===== config.mk =====
export PLATFORM = sky130hd
export DESIGN_NAME = alu_iter
export DESIGN_NICKNAME = d
export VERILOG_FILES = /design/src/rtl/alu_iter.sv
export SDC_FILE = /design/constraint.sdc
export NUM_CORES = 1
export LEC_CHECK = 0
export ABC_AREA = 1
export CAP_MARGIN = 10
export CELL_PAD_IN_SITES_DETAIL_PLACEMENT = 0
export CELL_PAD_IN_SITES_GLOBAL_PLACEMENT = 2
export CORE_MARGIN = 2
export CORE_UTILIZATION = 34
export CTS_CLUSTER_SIZE = 14
export DETAILED_ROUTE_END_ITERATION = 10
export GPL_ROUTABILITY_DRIVEN = 0
export PLACE_DENSITY_LB_ADDON = 0.1
export SETUP_SLACK_MARGIN = 0.2
export SYNTH_ARGS = -nofsm -noshare
export SYNTH_HDL_FRONTEND = slang
export SYNTH_SLANG_ARGS = --single-unit
export TNS_END_PERCENT = 1

===== constraint.sdc =====
create_clock -name i_clk -period 8.05 [get_ports i_clk]
set_input_delay 1.61 -clock i_clk [delete_from_list [all_inputs] [get_ports i_clk]]
set_output_delay 1.61 -clock i_clk [all_outputs]
set_load 0.02 [all_outputs]

===== src/rtl/alu_iter.sv =====
// Registered, handshaked ALU: 1-cycle basic ops, iterative shift-add MUL/MULHU, optional restoring DIVU/REMU.
// Define ALU_ITER_DIV_EN to build the divider; without it DIVU/REMU decode as undefined opcodes.

package alu_iter_pkg;
    localparam int OP_W = 4;
    localparam logic [OP_W-1:0] ALU_NOP   = 4'd0;
    localparam logic [OP_W-1:0] ALU_ADD   = 4'd1;
    localparam logic [OP_W-1:0] ALU_SUB   = 4'd2;
    localparam logic [OP_W-1:0] ALU_AND   = 4'd3;
    localparam logic [OP_W-1:0] ALU_OR    = 4'd4;
    localparam logic [OP_W-1:0] ALU_XOR   = 4'd5;
    localparam logic [OP_W-1:0] ALU_SLL   = 4'd6;
    localparam logic [OP_W-1:0] ALU_SRL   = 4'd7;
    localparam logic [OP_W-1:0] ALU_SRA   = 4'd8;
    localparam logic [OP_W-1:0] ALU_SLT   = 4'd9;
    localparam logic [OP_W-1:0] ALU_SLTU  = 4'd10;
    localparam logic [OP_W-1:0] ALU_MUL   = 4'd11;
    localparam logic [OP_W-1:0] ALU_MULHU = 4'd12;
    localparam logic [OP_W-1:0] ALU_DIVU  = 4'd13;
    localparam logic [OP_W-1:0] ALU_REMU  = 4'd14;
endpackage

module alu_iter
    import alu_iter_pkg::*;
#(
    parameter int WIDTH    = 32,
    parameter int OP_WIDTH = OP_W
) (
    input  logic                i_clk,
    input  logic                i_rst,
    input  logic                i_valid,
    output logic                o_ready,
    input  logic [WIDTH-1:0]    i_a,
    input  logic [WIDTH-1:0]    i_b,
    input  logic [OP_WIDTH-1:0] i_opcode,
    output logic                o_valid,
    input  logic                i_ready,
    output logic [WIDTH-1:0]    o_result,
    output logic                o_zero,
    output logic                o_cf,
    output logic                o_busy
);
    localparam int SHAMT_W = $clog2(WIDTH);

    typedef enum logic [1:0] {S_IDLE, S_ITER, S_RESP} state_t;

    state_t                r_state, w_state_next;
    logic [OP_WIDTH-1:0]   r_op;
    logic [WIDTH-1:0]      r_a;
    logic [2*WIDTH-1:0]    r_prod, w_prod_next, w_mul_next;
    logic [SHAMT_W-1:0]    r_cnt;
    logic [WIDTH-1:0]      r_result, w_basic_res, w_iter_res, w_load_lo;
    logic                  r_cf, w_basic_cf, w_iter_cf;
    logic [WIDTH:0]        w_add, w_mul_sum;
    logic [SHAMT_W-1:0]    w_shamt;
    logic                  w_accept, w_iter_op, w_iter_done;

    function automatic logic f_is_iter(input logic [OP_WIDTH-1:0] op);
`ifdef ALU_ITER_DIV_EN
        return (op == ALU_MUL) || (op == ALU_MULHU) || (op == ALU_DIVU) || (op == ALU_REMU);
`else
        return (op == ALU_MUL) || (op == ALU_MULHU);
`endif
    endfunction

    assign w_accept    = (r_state == S_IDLE) && i_valid;
    assign w_iter_op   = f_is_iter(i_opcode);
    assign w_iter_done = (r_cnt == SHAMT_W'(WIDTH - 1));

    // Product register holds {accumulator, multiplier}; each step adds and shifts right one bit.
    assign w_mul_sum  = {1'b0, r_prod[2*WIDTH-1:WIDTH]} + (r_prod[0] ? {1'b0, r_a} : '0);
    assign w_mul_next = {w_mul_sum, r_prod[WIDTH-1:1]};

`ifdef ALU_ITER_DIV_EN
    logic [WIDTH-1:0] r_b;
    logic [WIDTH:0]   w_div_trial, w_div_diff;
    logic [2*WIDTH-1:0] w_div_next;

    // Same register reused as {remainder, dividend/quotient}; a zero divisor naturally yields all-ones and i_a.
    assign w_div_trial = {r_prod[2*WIDTH-1:WIDTH], r_prod[WIDTH-1]};
    assign w_div_diff  = w_div_trial - {1'b0, r_b};
    assign w_div_next  = w_div_diff[WIDTH]
                       ? {w_div_trial[WIDTH-1:0], r_prod[WIDTH-2:0], 1'b0}
                       : {w_div_diff[WIDTH-1:0],  r_prod[WIDTH-2:0], 1'b1};
    assign w_prod_next = ((r_op == ALU_DIVU) || (r_op == ALU_REMU)) ? w_div_next : w_mul_next;
    assign w_load_lo   = ((i_opcode == ALU_DIVU) || (i_opcode == ALU_REMU)) ? i_a : i_b;
`else
    assign w_prod_next = w_mul_next;
    assign w_load_lo   = i_b;
`endif

    assign w_add   = {1'b0, i_a} + {1'b0, i_b};
    assign w_shamt = i_b[SHAMT_W-1:0];

    // NOTE: every always_comb output gets a default first so no path can infer a latch.
    always_comb begin
        w_basic_res = '0;
        w_basic_cf  = 1'b0;
        case (i_opcode)
            ALU_NOP:  w_basic_res = i_a;
            ALU_ADD:  begin w_basic_res = w_add[WIDTH-1:0]; w_basic_cf = w_add[WIDTH]; end
            ALU_SUB:  begin w_basic_res = i_a - i_b; w_basic_cf = (i_a < i_b); end
            ALU_AND:  w_basic_res = i_a & i_b;
            ALU_OR:   w_basic_res = i_a | i_b;
            ALU_XOR:  w_basic_res = i_a ^ i_b;
            ALU_SLL:  w_basic_res = i_a << w_shamt;
            ALU_SRL:  w_basic_res = i_a >> w_shamt;
            ALU_SRA:  w_basic_res = $signed(i_a) >>> w_shamt;
            ALU_SLT:  w_basic_res = WIDTH'($signed(i_a) < $signed(i_b));
            ALU_SLTU: w_basic_res = WIDTH'(i_a < i_b);
            default:  ;
        endcase
    end

    always_comb begin
        w_iter_res = w_prod_next[WIDTH-1:0];
        w_iter_cf  = 1'b0;
        case (r_op)
            ALU_MUL:   w_iter_cf  = |w_prod_next[2*WIDTH-1:WIDTH];
            ALU_MULHU: w_iter_res = w_prod_next[2*WIDTH-1:WIDTH];
`ifdef ALU_ITER_DIV_EN
            ALU_REMU:  w_iter_res = w_prod_next[2*WIDTH-1:WIDTH];
`endif
            default:   ;
        endcase
    end

    always_comb begin
        w_state_next = r_state;
        o_ready      = 1'b0;
        o_valid      = 1'b0;
        o_busy       = 1'b0;
        case (r_state)
            S_IDLE: begin
                o_ready = 1'b1;
                if (i_valid) w_state_next = w_iter_op ? S_ITER : S_RESP;
            end
            S_ITER: begin
                o_busy = 1'b1;
                if (w_iter_done) w_state_next = S_RESP;
            end
            S_RESP: begin
                o_valid = 1'b1;
                if (i_ready) w_state_next = S_IDLE;
            end
            default: w_state_next = S_IDLE;
        endcase
    end

    // NOTE: sequential state uses non-blocking assignments so all registers update from pre-edge values.
    always_ff @(posedge i_clk) begin
        if (i_rst) r_state <= S_IDLE;
        else       r_state <= w_state_next;
    end

    always_ff @(posedge i_clk) begin
        if (i_rst) begin
            r_op     <= '0;
            r_a      <= '0;
`ifdef ALU_ITER_DIV_EN
            r_b      <= '0;
`endif
            r_prod   <= '0;
            r_cnt    <= '0;
            r_result <= '0;
            r_cf     <= 1'b0;
        end else if (w_accept) begin
            r_op   <= i_opcode;
            r_a    <= i_a;
`ifdef ALU_ITER_DIV_EN
            r_b    <= i_b;
`endif
            r_prod <= {{WIDTH{1'b0}}, w_load_lo};
            r_cnt  <= '0;
            if (!w_iter_op) begin
                r_result <= w_basic_res;
                r_cf     <= w_basic_cf;
            end
        end else if (r_state == S_ITER) begin
            r_prod <= w_prod_next;
            r_cnt  <= r_cnt + 1'b1;
            if (w_iter_done) begin
                r_result <= w_iter_res;
                r_cf     <= w_iter_cf;
            end
        end
    end

    assign o_result = r_result;
    assign o_zero   = (r_result == '0);
    assign o_cf     = r_cf;
endmodule

==> metrics <==
Seq cells post-synth 140; I/O Buffers around 110; final antenna-violating net count 0; r2r worst-path depth 21; crit path capture type register; die area around 54000 um2; slew of the pin with the lowest slew margin about 1200 ps; LEAKAGE ~0.0096 uW; H-tree Lvls 4; Worst setup endpoint o_result[29]; 1st-iter DRT viols between 2000 and 2500; Post-synth top flop dfxtp_1; mean post-synth cell area 5.488 um2; type of the tightest min-delay check reg2reg; Cells after Synth 3255; Reg-to-Reg Start r_prod[0]; P per Cell Area ~130 nW/um2; post-route clock period utilization around 61%; RSZ-0062 raised after global routing false; Ys Warns 0; Setup Skew 12.11 ps; CTS root buf clkbuf_16; initial antenna violation count 5; largest net degree at the start of global routing 85; top cell type by total area after synthesis nand2_1; Layout Area Growth over Synthesis 11.69%; DRC viols 0; Routed WL roughly 96000 um; drt pass-1 iters 6; register area approximately 2800 um2; core area 52240 um2; initial core utilization 34.20%; Via Count between 20000 and 25000; drt wl/cell roughly 24 um; filler cell count just under 6000; register area share after synthesis between 10% and 20%; Syn Nets ~3500; Max Freq just over 200 MHz; commonest non-fill, non-tap cell in the layout nand2_1; Clock Latency Late Sink 440 ps; proportion of layout cells with a drive suffix above 1 between 3 and 4%; Layout Cells excl Fill a little under 4000; Setup violations, final 0; TNS Setup 0 ps; most frequent cells in the layout nand2_1 (992), inv_1 (421), nor2_1 (305); Area contributors post-synth nand2_1 (21%), dfxtp_1 (16%), ha_1 (9.7%); Clk pin slew, worst setup/hold paths around 70 ps; Slew Limit Fails 0; MaxCap Viol Count 0; Post-DP HPWL 77470 um; io pins roughly 110; clk sinks 140; mapped cell area about 18000 um2; Critical Path Start Type input port; PostCTS Resize Cnt 0; Critical Path Source i_b[1]; FFs w/ async S/R, synth 0%; vias in the first global route between 20000 and 25000; Power, Total 2685 uW; crit path max fanout 60; largest family of logic cells by synthesized area simple AND/OR/NAND/NOR gates; simple-gate portion of the synthesized area 35.95%; Die Y between 200 and 250 um; Multi-input gate area about 13000 um2; final core occ around two fifths; Hold Crit Start r_prod[32]; dpl cells ~4000; die width ~230 um; area fraction of the dominant cell type after synthesis between 20% and 30%; Reg-to-Reg End o_cf; Max clock buf depth 2; Synth Area in Compound Gates 24.71%; r2r setup slk around 4400 ps; gr usage total approximately a third; CTS tree yes; worst rel slew slack approximately 17%; CP Data Arrival Time about 5200 ps; post-synthesis cell type count 52; final net count ~3500; Post-CTS Setup Inserts 0; status finished, final reports clean; VDD IR max around 0.00014 V; final hold vios 0; first-pass GRT wire length about 140000 um; min cycle time layout 4911 ps; Adder-Cell Fraction of Synth Area 10.00%; Critical Path RT about 8400 ps; total CTS buffers 17; Crit Path Category in2reg; FP Rows between 80 and 90; cts hold-fix bufs 0; grt ovf 0; XOR/XNOR share of the synthesized area less than 1%; Vias/cell ~5.7; EDFF count, synth 0; multiplexer share of the synthesized area 0.3923%
[cell families after synthesis]
family,after synthesis
adders and majority gates,141
and+or+nand+nor,1584
AOI/OAI and AO/OA,787
xor gates and xnor gates,8
DFF,140
muxes,7
buffers and inverters,588
[where the power goes]
group,internal [uW],switching [uW]
clock network,499,337
logic,303,748
registers,745,53.0
[flip-flops by register name, summed over array words and instances, names as in the netlist]
signal    cells
r_cnt         5
o_cf          1
r_prod       64
r_state       2
r_op          4
r_a          32
o_result     32
[critical path, stage by stage]
cell and delay [ps]:
buf_2 70, buf_4 500, inv_2 330, buf_4 330, ha_1 330, nand2_1 50
o21ai_1 270, a21oi_1 190, o21ai_1 420, nand2_1 90, nand2_1 170, nand2_1 120
nand2_1 80, nand2_1 50, nand3_1 80, nand3_1 240, nand2_1 140, a21oi_1 70
[worst min path at each step]
stage | depth (start not counted) | endpoint | slack (ps)
2_1_floorplan | 2 | r_cnt[4] | 450
3_3_place_gp | 2 | r_cnt[4] | 460
3_5_place_dp | 2 | r_cnt[4] | 460
4_1_cts | 2 | r_cnt[4] | 470
5_1_grt | 2 | r_cnt[4] | 500
6_report | 2 | r_prod[32] | 480
[metrics by stage]
step / setup WS (ps) / area, um2 / hold slack [ps]
2_1_floorplan: 4051 / 17860 / 449.7
3_3_place_gp: 2821 / 19340 / 455.6
3_5_place_dp: 2793 / 19340 / 464.4
4_1_cts: 3260 / 19940 / 473.9
5_1_grt: 2955 / 19940 / 497.6
6_report: 3139 / 19950 / 477.4
[metal layers]
metal,wire [um],share of wire (%),GRT usage [%],vias up
met4,4485,4.7,14.85,6
met2,43370,45,56.81,962
met5,43,0.045,0,-
met1,41300,43,45.02,10628
li1,-,-,-,10667
met3,6553,6.8,4.724,214
[synthesized netlist by cell type (16+ instances only)]
library cell,number
nor2_1,307
inv_1,422
nand3_1,185
ha_1,138
a21oi_1,273
o21ai_0,226
nor3_1,22
nand4_1,32
clkbuf_1,83
dfxtp_1,140
o211ai_1,55
buf_2,45
nand2_1,992
a31oi_1,40
o21ai_1,89
o22ai_1,20
o21a_1,16
a221oi_1,18
[final cells by class]
cell class              instances  area share [%]
multi-input cells            2527           64.06
flip-flops and latches        140           14.05
inverters                     439           8.272
repair buffers                133           6.234
well taps                     688           4.315
clock buffers                  23           2.496
clock inverters                 9          0.5394
diodes                          3         0.03763
No activity file was read; power rests on OpenSTA's default activity.
